[src/rtl/load_store_unit_if.sv]
// Request/response and data-memory signal bundle for load_store_unit.
// slave: the unit itself; master: the pipeline and memory side.
interface load_store_unit_if;
  logic        req_valid;
  logic        req_ready;
  logic        req_write;
  logic [1:0]  req_size;
  logic        req_unsigned;
  logic [31:0] req_addr;
  logic [31:0] req_wdata;
  logic        resp_valid;
  logic [31:0] resp_rdata;
  logic        resp_error;
  logic [31:0] mem_addr;
  logic [31:0] mem_data_in;
  logic [1:0]  mem_access_size;
  logic        mem_unsigned;
  logic        mem_read_write;
  logic [31:0] mem_data_out;

  modport slave (
    input  req_valid, req_write, req_size, req_unsigned, req_addr, req_wdata, mem_data_out,
    output req_ready, resp_valid, resp_rdata, resp_error,
    output mem_addr, mem_data_in, mem_access_size, mem_unsigned, mem_read_write
  );

  modport master (
    output req_valid, req_write, req_size, req_unsigned, req_addr, req_wdata, mem_data_out,
    input  req_ready, resp_valid, resp_rdata, resp_error,
    input  mem_addr, mem_data_in, mem_access_size, mem_unsigned, mem_read_write
  );
endinterface

[src/rtl/load_store_unit.sv]
// Load/store initiator between the MEM stage and byte-addressable data memory.
// Define LSU_MISALIGN_EN to split misaligned half/word accesses into byte cycles.
module load_store_unit #(
  parameter logic [31:0] BASE_ADDR = 32'h0100_0000,
  parameter int unsigned MEM_DEPTH = 1048576
) (
  input logic               i_clock,
  input logic               i_reset,
  load_store_unit_if.slave  io_bus
);

`ifdef LSU_MISALIGN_EN
  typedef enum logic [1:0] {StIdle, StAccess, StSplit, StResp} state_e;
`else
  typedef enum logic [1:0] {StIdle, StAccess, StResp} state_e;
`endif

  localparam logic [32:0] DepthExt = 33'(MEM_DEPTH);

  state_e      r_state, w_state_next;
  logic        r_write, r_unsigned, r_error;
  logic [1:0]  r_size;
  logic [31:0] r_offset, r_wdata, r_result;

  logic        w_accept, w_range_err, w_aligned, w_error;
  logic [31:0] w_offset;
  logic [32:0] w_end;
  logic [2:0]  w_bytes;

  assign w_offset = io_bus.req_addr - BASE_ADDR;

  always_comb begin
    w_bytes = 3'd1;
    case (io_bus.req_size)
      2'b01:   w_bytes = 3'd2;
      2'b10:   w_bytes = 3'd4;
      default: w_bytes = 3'd1;
    endcase
  end

  // 33-bit end offset so a request near 4 GiB cannot wrap past the depth check
  assign w_end       = {1'b0, w_offset} + {30'b0, w_bytes};
  assign w_range_err = (io_bus.req_size == 2'b11) || (io_bus.req_addr < BASE_ADDR) ||
                       (w_end > DepthExt);
  assign w_aligned   = (io_bus.req_size == 2'b00) ||
                       ((io_bus.req_size == 2'b01) && !io_bus.req_addr[0]) ||
                       ((io_bus.req_size == 2'b10) && (io_bus.req_addr[1:0] == 2'b00));
`ifdef LSU_MISALIGN_EN
  assign w_error = w_range_err;
`else
  assign w_error = w_range_err || !w_aligned;
`endif

  assign io_bus.req_ready = (r_state == StIdle) && !i_reset;
  assign w_accept         = io_bus.req_valid && io_bus.req_ready;

`ifdef LSU_MISALIGN_EN
  logic [1:0]  r_cnt;
  logic        w_last;
  logic [31:0] w_split_result;

  assign w_last = (r_size == 2'b01) ? (r_cnt == 2'd1) : (r_cnt == 2'd3);

  always_comb begin
    w_split_result = r_result;
    w_split_result[{r_cnt, 3'b000} +: 8] = io_bus.mem_data_out[7:0];
    if (w_last && (r_size == 2'b01) && !r_unsigned) begin
      w_split_result[31:16] = {16{w_split_result[15]}};
    end
  end
`endif

  always_ff @(posedge i_clock) begin
    if (i_reset) r_state <= StIdle;
    else         r_state <= w_state_next;
  end

  always_comb begin
    w_state_next                = r_state;
    io_bus.mem_addr             = '0;
    io_bus.mem_data_in          = '0;
    io_bus.mem_access_size      = 2'b00;
    io_bus.mem_unsigned         = 1'b0;
    io_bus.mem_read_write       = 1'b0;
    io_bus.resp_valid           = 1'b0;
    io_bus.resp_rdata           = '0;
    io_bus.resp_error           = 1'b0;
    unique case (r_state)
      StIdle: begin
        if (w_accept) begin
          if (w_error) w_state_next = StResp;
`ifdef LSU_MISALIGN_EN
          else if (!w_aligned) w_state_next = StSplit;
`endif
          else w_state_next = StAccess;
        end
      end
      StAccess: begin
        io_bus.mem_addr        = r_offset;
        io_bus.mem_data_in     = r_wdata;
        io_bus.mem_access_size = r_size;
        io_bus.mem_unsigned    = r_unsigned;
        io_bus.mem_read_write  = r_write;
        w_state_next           = StResp;
      end
`ifdef LSU_MISALIGN_EN
      StSplit: begin
        io_bus.mem_addr        = r_offset + {30'b0, r_cnt};
        io_bus.mem_data_in     = {24'b0, r_wdata[{r_cnt, 3'b000} +: 8]};
        io_bus.mem_unsigned    = 1'b1;
        io_bus.mem_read_write  = r_write;
        if (w_last) w_state_next = StResp;
      end
`endif
      StResp: begin
        io_bus.resp_valid = 1'b1;
        io_bus.resp_rdata = r_result;
        io_bus.resp_error = r_error;
        w_state_next      = StIdle;
      end
      default: w_state_next = StIdle;
    endcase
    // Quiet the memory port during reset so an in-flight store commits nothing more
    if (i_reset) begin
      io_bus.mem_addr        = '0;
      io_bus.mem_data_in     = '0;
      io_bus.mem_access_size = 2'b00;
      io_bus.mem_unsigned    = 1'b0;
      io_bus.mem_read_write  = 1'b0;
      io_bus.resp_valid      = 1'b0;
      io_bus.resp_rdata      = '0;
      io_bus.resp_error      = 1'b0;
    end
  end

  always_ff @(posedge i_clock) begin
    if (i_reset) begin
      r_write    <= 1'b0;
      r_unsigned <= 1'b0;
      r_error    <= 1'b0;
      r_size     <= 2'b00;
      r_offset   <= '0;
      r_wdata    <= '0;
      r_result   <= '0;
`ifdef LSU_MISALIGN_EN
      r_cnt      <= 2'd0;
`endif
    end else begin
      if (w_accept) begin
        r_write    <= io_bus.req_write;
        r_unsigned <= io_bus.req_unsigned;
        r_size     <= io_bus.req_size;
        r_offset   <= w_offset;
        r_wdata    <= io_bus.req_wdata;
        r_error    <= w_error;
        r_result   <= '0;
`ifdef LSU_MISALIGN_EN
        r_cnt      <= 2'd0;
`endif
      end
      if ((r_state == StAccess) && !r_write) r_result <= io_bus.mem_data_out;
`ifdef LSU_MISALIGN_EN
      if (r_state == StSplit) begin
        r_cnt <= r_cnt + 2'd1;
        if (!r_write) r_result <= w_split_result;
      end
`endif
    end
  end

endmodule

[src/flat_wrapper.sv]
// flat-port wrapper written by rule: the top's interface ports become plain ports
module load_store_unit_flat 
#(
  parameter logic [31:0] BASE_ADDR = 32'h0100_0000,
  parameter int unsigned MEM_DEPTH = 1048576
)
  (i_clock, i_reset, io_bus_req_valid, io_bus_req_write, io_bus_req_size, io_bus_req_unsigned, io_bus_req_addr, io_bus_req_wdata, io_bus_mem_data_out, io_bus_req_ready, io_bus_resp_valid, io_bus_resp_rdata, io_bus_resp_error, io_bus_mem_addr, io_bus_mem_data_in, io_bus_mem_access_size, io_bus_mem_unsigned, io_bus_mem_read_write);
  load_store_unit_if io_bus_i ();
  input logic i_clock;
  input logic i_reset;
  input wire logic [$bits(io_bus_i.req_valid)-1:0] io_bus_req_valid;
  input wire logic [$bits(io_bus_i.req_write)-1:0] io_bus_req_write;
  input wire logic [$bits(io_bus_i.req_size)-1:0] io_bus_req_size;
  input wire logic [$bits(io_bus_i.req_unsigned)-1:0] io_bus_req_unsigned;
  input wire logic [$bits(io_bus_i.req_addr)-1:0] io_bus_req_addr;
  input wire logic [$bits(io_bus_i.req_wdata)-1:0] io_bus_req_wdata;
  input wire logic [$bits(io_bus_i.mem_data_out)-1:0] io_bus_mem_data_out;
  output wire logic [$bits(io_bus_i.req_ready)-1:0] io_bus_req_ready;
  output wire logic [$bits(io_bus_i.resp_valid)-1:0] io_bus_resp_valid;
  output wire logic [$bits(io_bus_i.resp_rdata)-1:0] io_bus_resp_rdata;
  output wire logic [$bits(io_bus_i.resp_error)-1:0] io_bus_resp_error;
  output wire logic [$bits(io_bus_i.mem_addr)-1:0] io_bus_mem_addr;
  output wire logic [$bits(io_bus_i.mem_data_in)-1:0] io_bus_mem_data_in;
  output wire logic [$bits(io_bus_i.mem_access_size)-1:0] io_bus_mem_access_size;
  output wire logic [$bits(io_bus_i.mem_unsigned)-1:0] io_bus_mem_unsigned;
  output wire logic [$bits(io_bus_i.mem_read_write)-1:0] io_bus_mem_read_write;
  assign io_bus_i.req_valid = io_bus_req_valid;
  assign io_bus_i.req_write = io_bus_req_write;
  assign io_bus_i.req_size = io_bus_req_size;
  assign io_bus_i.req_unsigned = io_bus_req_unsigned;
  assign io_bus_i.req_addr = io_bus_req_addr;
  assign io_bus_i.req_wdata = io_bus_req_wdata;
  assign io_bus_i.mem_data_out = io_bus_mem_data_out;
  assign io_bus_req_ready = io_bus_i.req_ready;
  assign io_bus_resp_valid = io_bus_i.resp_valid;
  assign io_bus_resp_rdata = io_bus_i.resp_rdata;
  assign io_bus_resp_error = io_bus_i.resp_error;
  assign io_bus_mem_addr = io_bus_i.mem_addr;
  assign io_bus_mem_data_in = io_bus_i.mem_data_in;
  assign io_bus_mem_access_size = io_bus_i.mem_access_size;
  assign io_bus_mem_unsigned = io_bus_i.mem_unsigned;
  assign io_bus_mem_read_write = io_bus_i.mem_read_write;
  load_store_unit #(.BASE_ADDR(BASE_ADDR), .MEM_DEPTH(MEM_DEPTH)) u_core (.i_clock(i_clock), .i_reset(i_reset), .io_bus(io_bus_i));
endmodule
[config.mk]
export PLATFORM = sky130hd
export DESIGN_NAME = load_store_unit_flat
export DESIGN_NICKNAME = d
export VERILOG_FILES = /design/src/rtl/load_store_unit_if.sv /design/src/rtl/load_store_unit.sv /design/src/flat_wrapper.sv
export SDC_FILE = /design/constraint.sdc
export NUM_CORES = 1
export LEC_CHECK = 0
export CAP_MARGIN = 20
export CORE_MARGIN = 4
export CORE_UTILIZATION = 45
export CTS_CLUSTER_DIAMETER = 30
export DETAILED_ROUTE_END_ITERATION = 12
export PLACE_DENSITY = 0.82
export SETUP_SLACK_MARGIN = 0.4
export SYNTH_ARGS = -nofsm -noshare
export SYNTH_HDL_FRONTEND = slang
export SYNTH_SLANG_ARGS = --single-unit
[constraint.sdc]
create_clock -name i_clock -period 4.1 [get_ports i_clock]
set_input_delay 0.41 -clock i_clock [delete_from_list [all_inputs] [get_ports i_clock]]
set_output_delay 0.41 -clock i_clock [all_outputs]
set_load 0.02 [all_outputs]
Yosys cells after proc, flatten, opt, wreduce, memory -nomap -nowiden
Cells that the tools add are included.
{ "word_totals": {"ff_bits": 103, "input_bits": 103, "out_inout_bits": 103, "word_cells": 58} }
{ "classes": {"addsub": 2, "n_lt_le_gt_ge": 2, "n_eq_ne": 6, "n_mux": 22, "n_reduce_logical": 18} }
{ "op_table": {"columns": ["operator", "n"], "rows": [
  ["two-way mux 32 bit", 8],
  ["adder 32 x 3 -> 33 bit", 1],
  ["> comparator 33 x 21 -> 1 bit (second input constant)", 1],
  ["less-than comparator 32 x 25 -> 1 bit (second input constant)", 1],
  ["subtractor 32 x 25 -> 32 bit (second input constant)", 1],
  ["two-way mux 1 bit", 8],
  ["two-way mux 2 bit", 4],
  ["== test 2 bit (second input constant)", 3],
  ["zero test 2 bit", 3],
  ["one-hot mux 3 bit (2 select lines)", 1],
  ["logical AND 1 bit", 5],
  ["logical OR 1 bit", 5],
  ["== test 2 x 1 -> 1 bit (second input constant)", 2],
  ["zero test 1 bit", 4],
  ["one-hot mux 2 bit (2 select lines)", 1],
  ["!= test 2 x 1 -> 1 bit (second input constant)", 1],
  ["nonzero test 2 bit", 1]
]} }

Longest topological paths before layout
Gate-level depths: netlist of run 1.
{ "depth": {"ltp_word": 9, "depth_mapped": 13, "mapped_depth_nobuf": 13} }

Worst setup path after synthesis of run 1
No wires, ideal clock.
{ "synth_timing": {"path_kind": "input to register", "startpoint": "in io_bus_req_size[1]", "endpoint": "reg u_core.r_error", "setup_time_ns": 0.134, "arrival_time_ns": 2.887, "t_required_ns": 3.966, "slack_ns": 1.080, "cell_stages": 13, "n_path_buf": 0, "path_cell_list": "inv_1 > ha_1 > inv_1 > ha_1 > fa_1 > a21o_2 > nand3_1 > nor4_4 > nand2_1 > o21ai_2 > or4_1 > nor4b_2 > a211oi_1"} }
{ "synth_between": {"elab_chain_cells": 6, "word_cells_on_any_way": 15, "classes_between": "add/sub: 1; order compare: 1; eq/ne: 3; mux: 1; reduce/logical: 9"} }
{ "synth_lines": {"columns": ["element", "line", "source"], "rows": [
  ["from (decl)", "flat_wrapper.sv:13", "input wire logic [$bits(io_bus_i.req_size)-1:0] io_bus_req_size;"],
  ["== test 2 bit or == test 2 x 1 -> 1 bit (tied branches)", "load_store_unit.sv:34, load_store_unit.sv:47, load_store_unit.sv:46", null],
  ["one-hot mux 3 bit (2 select lines) or logical AND 1 bit (tied branches)", "load_store_unit.sv:34, load_store_unit.sv:46", null],
  ["adder 32 x 3 -> 33 bit or logical OR 1 bit (tied branches)", "load_store_unit.sv:42, load_store_unit.sv:45", null],
  ["> comparator 33 x 21 -> 1 bit or logical OR 1 bit (tied branches)", "load_store_unit.sv:44, load_store_unit.sv:46", null],
  ["logical OR 1 bit or zero test 1 bit (tied branches)", "load_store_unit.sv:43, load_store_unit.sv:51", null],
  ["logical OR 1 bit (*)", "load_store_unit.sv:51", "assign w_error = w_range_err || !w_aligned;"],
  ["to (signal assigned)", "load_store_unit.sv:155", "r_error <= w_error;"],
  ["to (decl)", "load_store_unit.sv:21", "logic r_write, r_unsigned, r_error;"]
]} }
Every way passes the cells marked *; elsewhere a longest branch is shown, timed or not.
A chain may end at the register's enable or synchronous reset.

Worst setup path in the final report of run 1
{ "layout_timing": {"startpoint": "in io_bus_req_size[0]", "endpoint": "reg u_core.r_state[1]"} }
{ "layout_between": {"elab_chain_cells": 9, "word_cells_on_any_way": 18, "classes_between": "add/sub: 1; order compare: 1; eq/ne: 3; mux: 4; reduce/logical: 9"} }
{ "layout_lines": {"columns": ["element", "line", "source"], "rows": [
  ["== test 2 bit or == test 2 x 1 -> 1 bit (tied branches)", "load_store_unit.sv:34, load_store_unit.sv:47, load_store_unit.sv:46", null],
  ["one-hot mux 3 bit (2 select lines) or logical AND 1 bit (tied branches)", "load_store_unit.sv:34, load_store_unit.sv:46", null],
  ["adder 32 x 3 -> 33 bit or logical OR 1 bit (tied branches)", "load_store_unit.sv:42, load_store_unit.sv:45", null],
  ["> comparator 33 x 21 -> 1 bit or logical OR 1 bit (tied branches)", "load_store_unit.sv:44, load_store_unit.sv:46", null],
  ["logical OR 1 bit or zero test 1 bit (tied branches)", "load_store_unit.sv:43, load_store_unit.sv:51", null],
  ["logical OR 1 bit (*)", "load_store_unit.sv:51", null],
  ["two-way mux 2 bit (*)", "load_store_unit.sv:91", "if (w_error) w_state_next = StResp;"],
  ["two-way mux 2 bit (*)", "load_store_unit.sv:90", "if (w_accept) begin"],
  ["one-hot mux 2 bit (2 select lines) (*)", "load_store_unit.sv:88", "unique case (r_state)"],
  ["to (signal assigned)", "load_store_unit.sv:74", "if (i_reset) r_state <= StIdle;"],
  ["to (signal assigned)", "load_store_unit.sv:75", "else r_state <= w_state_next;"],
  ["to (decl)", "load_store_unit.sv:20", "state_e r_state, w_state_next;"]
]} }
Every way passes the cells marked *; elsewhere a longest branch is shown, timed or not. The select of a mux whose other input is x is not followed.

==> run metrics, run 1 <==
Inst Count DP=1033; Pwr per Cell Area=297.8 nW/um^2; YS warnings=0; reg2reg start=u_core.r_state[0]; Routed Antenna Nets=0; clock root buffer=clkbuf_16; CP Class=in -> reg; count of final hold-check violations=0; drt first pass iters=5; flops & latches, synth=103; Worst Slack Setup Final=0.6490 ns; post-CTS setup buffers=0; cell taking the most area after synthesis=dfxtp_1; synthesized instance count=733; Detail Route met3 WL=1034 um; Synth Flop Type=dfxtp_1; clk slew on worst S/H paths=0.08 ns; GP Congestion=0.8887; worst hold start=u_core.r_offset[23]; HP Class=reg -> reg; final core utilization=67.48%; die width=117.4 um; DRC=0; Rows=39; port bufs=205; cts bufs inserted=9; max cap viols=0; RSZ-0062 raised after global routing=false; status=finished clean; clock skew=0.01171 ns; CTS tree=yes; Clk Latency, worst-skew pair=0.34 ns; DR vias/cell=5.259; area delta synth->final=44.98%; Area contributors post-synth=dfxtp_1, and2_1, nand2_1, a21oi_1, nand3_1; post-synth top area share=38.31%; WL met1=7127 um; final worst path period need=3.451 ns; critical path endpoint category=flip-flop; WL/cell=15.27 um; worst r2r path cells=4; gr ovfl total=0; Slew @ Worst Pin=1.061 ns; syn_nets=846; Setup WS pre-CTS=0.1706 ns; Worst Hold Path EP=u_core.r_offset[23]; vias=5511; diode count=0; relative slew slack=29.26%; largest net degree at the start of global routing=95; Layout Nets=1014; antenna violations before repair=0; Post-DP HPWL=11090 um; Critical Path Start Type=input pin; final setup violation count=0; Leakage=2.797 nW; VDD IR max=0.1939 mV; Longest Clk Path Bufs=2; synth cell count leaders=nand2_1, a21oi_1, and2_1, dfxtp_1, clkbuf_1; die span in y=117.4 um; Post-synth EDFFs=0; Placeable Area=11560 sq um; Max Transition Viols Final=0; async set-reset flop share out of synthesis=0%; first-pass GRT wire length=26000 um; R2R Setup Slk=1.88 ns; top layer in use=met4; Starting Density=46.54%; hold slack=0.4491 ns; register area share after synthesis=38.31%; setup_tns=0 ns; CP max FO=5; final WL=16010 um; worst hold stages=2; Die Area=13780 sq um; synthesized area=5383 sq um; most numerous cell in the Yosys netlist=nand2_1; Req. time, crit path=4.28 ns; Tot Pwr=2.324 mW; share of layout cells above drive strength 1=4.862%; final worst path period share=84.17%; Finished Layout Cells=1048; H-tree Lvls=3; fmax=289.8 MHz; final instance area=7804 sq um; Yosys cell types=50; post-synthesis area per instance=7.343 sq um; IO Pins=206; number of global-route vias before repair=5175; placed cell area=7462 sq um; GRT Total Usage=22.23%; FF-to-FF End=u_core.r_result[30]; CTS sink count=103; 1st-iter DRT viols=405; endpoint arrival time on the critical path=3.63 ns; met2 WL post-DR=7629 um
==> how the worst max path moves through the flow <==
stage | end | start
6_report | u_core.r_state[1] | io_bus_req_size[0]
3_3_place_gp | u_core.r_state[1] | io_bus_req_size[0]
5_1_grt | u_core.r_state[1] | io_bus_req_size[0]
3_5_place_dp | u_core.r_state[1] | io_bus_req_size[0]
4_1_cts | u_core.r_state[1] | io_bus_req_size[0]
2_1_floorplan | u_core.r_error | io_bus_req_size[1]
==> sequential cells by signal, summed over array words and instances (netlist names) <==
name               count
u_core.r_error         1
u_core.r_offset       32
u_core.r_result       32
u_core.r_size          2
u_core.r_state         2
u_core.r_unsigned      1
u_core.r_wdata        32
u_core.r_write         1
==> layout make-up <==
class | count | area [sq um]
fillers | 1009 | 3761
multi-input cells | 562 | 3063
repair buffers | 212 | 2115
flip-flops and latches | 103 | 2062
clock buffers | 10 | 229.0
well taps | 143 | 178.9
clock inverters | 5 | 107.6
inverters | 13 | 48.80
==> cell families (layout without fill, tap and decap cells) <==
logic type | count (synthesis) | count (layout) | share of synthesized area [%]
mux | 3 | 3 | 0.5579
simple gates | 391 | 391 | 36.43
xor+xnor | 11 | 11 | 1.790
flops | 103 | 103 | 38.31
buf+inv | 68 | 240 | 5.323
compound gates | 147 | 147 | 15.13
fa+ha+maj | 10 | 10 | 2.464
==> report_power, final <==
group | switching (mW) | total, mW | internal (mW)
Clock | 0.389 | 0.986 | 0.597
Combinational | 0.148 | 0.292 | 0.144
Sequential | 0.0134 | 1.05 | 1.03
==> critical path, cell delays in order <==
cell             delay (ns)
clkdlybuf4s50_1        0.57
inv_1                  0.09
ha_1                   0.28
inv_1                  0.04
ha_1                   0.20
fa_1                   0.43
xor2_1                 0.18
a2111oi_0              0.39
nand3_1                0.12
nor4_1                 0.30
a31oi_1                0.16
nor4b_2                0.36
o22ai_1                0.10
==> layer usage <==
metal | track usage (%) | vias up
met2 | 37.68 | 192
met5 | 0 | -
li1 | - | 2785
met1 | 28.53 | 2517
met3 | 5.486 | 17
met4 | 5.425 | 0
==> cell usage in the layout, fill, tap and decap left out, types with 9 or more instances in the layout <==
master / Yosys / layout
nand2_1: 169 / 168
a21oi_1: 105 / 105
nand3_1: 41 / 40
ha_1: 9 / 9
clkbuf_16: 0 / 9
nor2_1: 24 / 22
clkdlybuf4s50_1: 0 / 204
inv_1: 12 / 12
o21ai_0: 10 / 10
and2_1: 105 / 104
dfxtp_1: 103 / 103
==> what timing repair did <==
action / in CTS / in global routing
hold endpoints to repair: 0 / 0
endpoints found under the setup margin: 0 / 3
hold buffers: 0 / 0
gates resized for setup: 0 / 1
(Power assumes the default switching activity.)
==> run 2: changes to the inputs <==
CORE_UTILIZATION = 40   (was 45)
PLACE_DENSITY = 0.77   (was 0.82)
clock period = 3.1 ns   (was 4.1 ns; I/O delays follow)
==> run metrics, run 2 (synthesis results as in run 1) <==
relative slew slack=56.70% (+27 points); part of the power in the clock network=37.1% (-5.3 points); diode count=0 (unchanged); vias=5668 (+2.8%); Detail Route met3 WL=1370 um (+32%); switch share=25.87% (+2.2 points); final instance area=8491 sq um (+8.8%); part of the power in registers=46.9% (+1.9 points); final worst path period need=2.692 ns; clock root buffer=clkbuf_16; die width=124 um (+5.6%); status=finished clean; met2 WL post-DR=7979 um (+4.6%); CP Class=in -> reg; worst hold stages=3 (+1); DRC=0 (unchanged); 1st-iter DRT viols=324 (-20%); top flop regs=u_core.r_offset (32), u_core.r_result (32), u_core.r_wdata (32); Req. time, crit path=3.31 ns (-0.97 ns); worst r2r path cells=5 (+1); Clk Latency, worst-skew pair=0.35 ns (about the same); IO Pins=206 (unchanged); Rows=42 (+7.7%); Placeable Area=13190 sq um (+14%); RSZ-0062 raised after global routing=true; Leakage=3.140 nW (+12%); Pint=2.189 mW (+23%); antenna violations before repair=0 (unchanged); GP Congestion=0.8865 (-0.25%); area delta synth->final=57.74%; CTS sink count=103 (unchanged); Max Transition Viols Final=0 (unchanged); Slew @ Worst Pin=0.6495 ns (-0.4116 ns); final worst path period share=86.83%; CTS tree=yes; cts bufs inserted=9 (unchanged); H-tree Lvls=3 (unchanged); hold slack=0.3090 ns (-0.1401 ns); HP Class=in -> reg; Comb pwr share=16.0% (+3.4 points); CP max FO=5 (unchanged); top layer in use=met4; final WL=16550 um (+3.4%); Routed Antenna Nets=0 (unchanged); critical path endpoint category=flip-flop; die span in y=124 um (+5.6%); Pwr per Cell Area=347.9 nW/um^2 (+17%); Die Area=15380 sq um (+12%); share of layout cells above drive strength 1=14.02% (+9.2 points); Layout Nets=1078 (+6.3%); WL/cell=14.44 um (-5.5%); first-pass GRT wire length=26190 um (+0.72%); Starting Density=40.81% (-5.7 points); port bufs=205 (unchanged); final setup violation count=0 (unchanged); # fillers=1168 (+16%); Post-CTS Hold Buffers=0 (unchanged); drt first pass iters=5 (unchanged); placed cell area=8036 sq um (+7.7%); Longest Clk Path Bufs=2 (unchanged); most frequent cells in the layout=clkdlybuf4s50_1, nand2_1, and2_1; clk slew on worst S/H paths=0.07 ns (about the same); VDD IR max=0.4087 mV (+110%); DR vias/cell=4.946 (-5.9%); fmax=371.5 MHz; Sw Pwr=0.7642 mW (+39%); WL met1=6990 um (-1.9%); endpoint arrival time on the critical path=2.90 ns (-0.73 ns); count of final hold-check violations=0 (unchanged); largest net degree at the start of global routing=61 (-36%); setup_tns=0 ns (unchanged); Post-DP HPWL=12090 um (+9.0%); GRT Total Usage=21.39% (-0.84 points); max cap viols=0 (unchanged); clock skew=0.004717 ns (-0.006989 ns); commonest non-fill, non-tap cell in the layout=clkdlybuf4s50_1; number of global-route vias before repair=5231 (+1.1%); Critical Path Start Type=input pin; gr ovfl total=0 (unchanged)
run 2: stage by stage:
stage | cells | total power, mW | worst slack (ns) | utilization [%]
after floorplan | 733 | 1.610 | 0.3720 | -
after global placement | 1124 | 1.858 | -0.4340 | 60.93
after detailed placement | 1124 | 1.868 | -0.5887 | 60.93
after CTS | 1144 | 2.980 | 0.4111 | 63.82
after global routing | 1146 | 3.093 | 0.3117 | 64.37
final | 1146 | 2.954 | 0.4084 | 64.37
run 2: layout make-up:
type	instances	area, sq um	area share, %
Inverter	13	71.32	0.8400
Multi-Input combinational cell	562	3231	38.05
Clock buffer	11	242.7	2.859
Tap cell	176	220.2	2.594
Sequential cell	103	2062	24.29
Timing Repair Buffer	276	2623	30.89
Clock inverter	5	41.29	0.4863
run 2: final timing paths:
kind	startpoint	to	slack [ns]
hold reg to reg	u_core.r_wdata[9]	u_core.r_wdata[9]	0.45
hold / removal	io_bus_req_addr[2]	u_core.r_offset[2]	0.31
setup / recovery	io_bus_req_size[0]	u_core.r_error	0.41
setup reg to reg	u_core.r_state[0]	u_core.r_error	1.21
run 2: per-layer routing:
metal / global-route usage (%) / vias to the layer above
met2: 35.99 / 179
met4: 4.723 / 0
met5: 0 / -
met3: 6.676 / 18
li1: - / 2911
met1: 26.93 / 2560
run 2: power by group through the flow:
stage / registers [mW] / logic [mW] / clock network (mW)
floorplan: 1.41 / 0.201 / 0
global placement: 1.41 / 0.446 / 0
detailed placement: 1.42 / 0.452 / 0
CTS: 1.38 / 0.466 / 1.13
global route: 1.39 / 0.518 / 1.19
finish: 1.38 / 0.474 / 1.10
run 2: timing repair:
action / 4_1_cts / 5_1_grt
setup buffers: 4 / 2
pin swaps: 17 / 8
resized for setup: 26 / 13
setup endpoints to repair: 3 / 3
run 2: critical path, stage by stage:
cell and delay [ns]:
buf_6 0.07, buf_6 0.11, inv_12 0.03, ha_4 0.26, inv_4 0.03, ha_4 0.15
fa_2 0.36, a21o_4 0.23, nand3_4 0.08, nor4_4 0.07, buf_4 0.15, nand2_2 0.05
o21ai_2 0.05, or4_4 0.50, nor4b_4 0.33, a211oi_2 0.11
==> run 3: changes to the inputs <==
MAX_ROUTING_LAYER = met4   (was default)
==> run metrics, run 3 (synthesis results as in run 1) <==
Critical Path Start Type=input pin; DR vias/cell=4.957 (+0.23%); WL/cell=14.42 um (-0.12%); die width=124 um (unchanged); share of layout cells above drive strength 1=13.93% (-0.089 points); R2R Setup Slk=1.22 ns (about the same); reg2reg start=u_core.r_state[0]; drt first pass iters=5 (unchanged); Die Area=15380 sq um (unchanged); antenna violations before repair=0 (unchanged); cts bufs inserted=9 (unchanged); CTS tree=yes; die span in y=124 um (unchanged); fmax=371.7 MHz (about the same); worst r2r path cells=5 (unchanged); final worst path period share=86.80% (about the same); final WL=16510 um (-0.21%); critical path endpoint category=flip-flop; H-tree Lvls=3 (unchanged); diode count=0 (unchanged); clk slew on worst S/H paths=0.07 ns (about the same); Worst Slack Setup Final=0.4093 ns (+0.0009250 ns); CTS sink count=103 (unchanged); max cap viols=0 (unchanged); Routed Antenna Nets=0 (unchanged); commonest non-fill, non-tap cell in the layout=clkdlybuf4s50_1; Post-DP HPWL=12090 um (unchanged); relative slew slack=56.18% (-0.52 points); IO Pins=206 (unchanged); most frequent cells in the layout=clkdlybuf4s50_1, nand2_1, and2_1; Max Transition Viols Final=0 (unchanged); Rows=42 (unchanged); DRC=0 (unchanged); largest net degree at the start of global routing=61 (unchanged); first-pass GRT wire length=26120 um (-0.26%); port bufs=205 (unchanged); Longest Clk Path Bufs=2 (unchanged); Slew @ Worst Pin=0.6573 ns (+0.007786 ns); CP bufs+invs=5 (unchanged); Multi-input gate area=3231 sq um (unchanged); Inst Count DP=1124 (unchanged); Finished Layout Cells=1145 (-0.087%); VDD IR max=0.4098 mV (+0.27%); worst hold start=io_bus_req_addr[2]; setup_tns=0 ns (unchanged); Pwr per Cell Area=348.3 nW/um^2 (+0.12%); clock root buffer=clkbuf_16; # fillers=1169 (+0.086%); Setup WS pre-CTS=-0.5887 ns (unchanged); vias=5676 (+0.14%); worst hold stages=3 (unchanged); Req. time, crit path=3.31 ns (about the same); gr ovfl total=0 (unchanged); RSZ-0062 raised after global routing=true; Leakage=3.135 nW (-0.17%); Worst Hold Path EP=u_core.r_offset[2]; FF-to-FF End=u_core.r_error; number of global-route vias before repair=5258 (+0.52%); CP max FO=5 (unchanged); clock skew=0.004906 ns (+0.0001890 ns); top flop regs=u_core.r_offset (32), u_core.r_result (32), u_core.r_wdata (32); Starting Density=40.81% (unchanged); status=finished clean; endpoint arrival time on the critical path=2.90 ns (about the same); hold slack=0.3125 ns (+0.003487 ns); Clk Latency, worst-skew pair=0.35 ns (about the same); max incr delay on CP=0.50 ns (about the same); area delta synth->final=57.60% (about the same); Placeable Area=13190 sq um (unchanged); count of final hold-check violations=0 (unchanged); final worst path period need=2.691 ns (-0.0009250 ns); crit-path cells=buf_6, buf_6, inv_12, ha_4, inv_4, ha_4, fa_2, a21o_4, nand3_4, nor4_4, buf_4, nand2_2, o21ai_2, or4_4, nor4b_4, a211oi_2; CP Class=in -> reg; top cell family by delay on the critical path=simple AND/OR/NAND/NOR gates; GP Congestion=0.9013 (+1.7%); 1st-iter DRT viols=314 (-3.1%); register area=2062 sq um (unchanged); Layout Nets=1077 (-0.093%); HP Class=in -> reg; GRT Total Usage=21.93% (+0.55 points); Crit-path slowest cell=or4_4; final setup violation count=0 (unchanged); final core utilization=64.31% (about the same)
run 3: cell count changes in the layout (fill, tap and decap cells not counted), sizes merged:
cell and delta:
buf -1
run 3: power breakdown:
part	switching [mW]	leakage (nW)	internal [mW]
logic	0.223	2.16	0.250
registers	0.0180	0.838	1.37
clock network	0.525	0.132	0.573
run 3: how the worst max path moves through the flow:
| stage | start | depth (start not counted) | end | slack (ns) |
|---|---|---|---|---|
| 4_1_cts | io_bus_req_addr[24] | 10 | u_core.r_error | 0.41 |
| 3_3_place_gp | io_bus_req_size[1] | 13 | u_core.r_error | -0.43 |
| 2_1_floorplan | io_bus_req_size[0] | 13 | u_core.r_error | 0.37 |
| 5_1_grt | io_bus_req_size[0] | 14 | u_core.r_error | 0.31 |
| 3_5_place_dp | io_bus_req_size[1] | 13 | u_core.r_error | -0.59 |
| 6_report | io_bus_req_size[0] | 16 | u_core.r_error | 0.41 |
run 3: what timing repair did:
item	CTS	global route
endpoints found under the setup margin	3	3
hold buffers	0	0
buffers inserted	4	1
pin swaps	17	8
hold endpoints to repair	0	0
gates resized for setup	26	13
run 3: metal layers:
layer  track usage, %  up-vias  wire, um
met5                -        -         0
met4            4.723        0       186
met3            6.176       15      1302
met2            36.13      186      7919
met1            26.96     2564      7102
li1                 -     2911         -
run 3: cell type report:
type                       instances  share of cell area (%)
multi-input combinational        562                   38.08
tap                              176                   2.596
timing repair buffer             275                   30.83
clock inverter                     5                  0.4867
clock buffer                      11                   2.861
sequential                       103                   24.31
inverter                          13                  0.8407
run 3: stage by stage:
stage	power [mW]	instance area [sq um]
after floorplan	1.610	5468
after global placement	1.858	8036
after detailed placement	1.868	8036
after CTS	2.980	8418
after global routing	3.088	8483
final	2.955	8483
run 3: tightest hold or removal path: cells and delay by family:
kind / cells / cell delay (ns)
compound gates: 1 / 0.06
simple gates: 1 / 0.08
buf+inv: 1 / 0.17
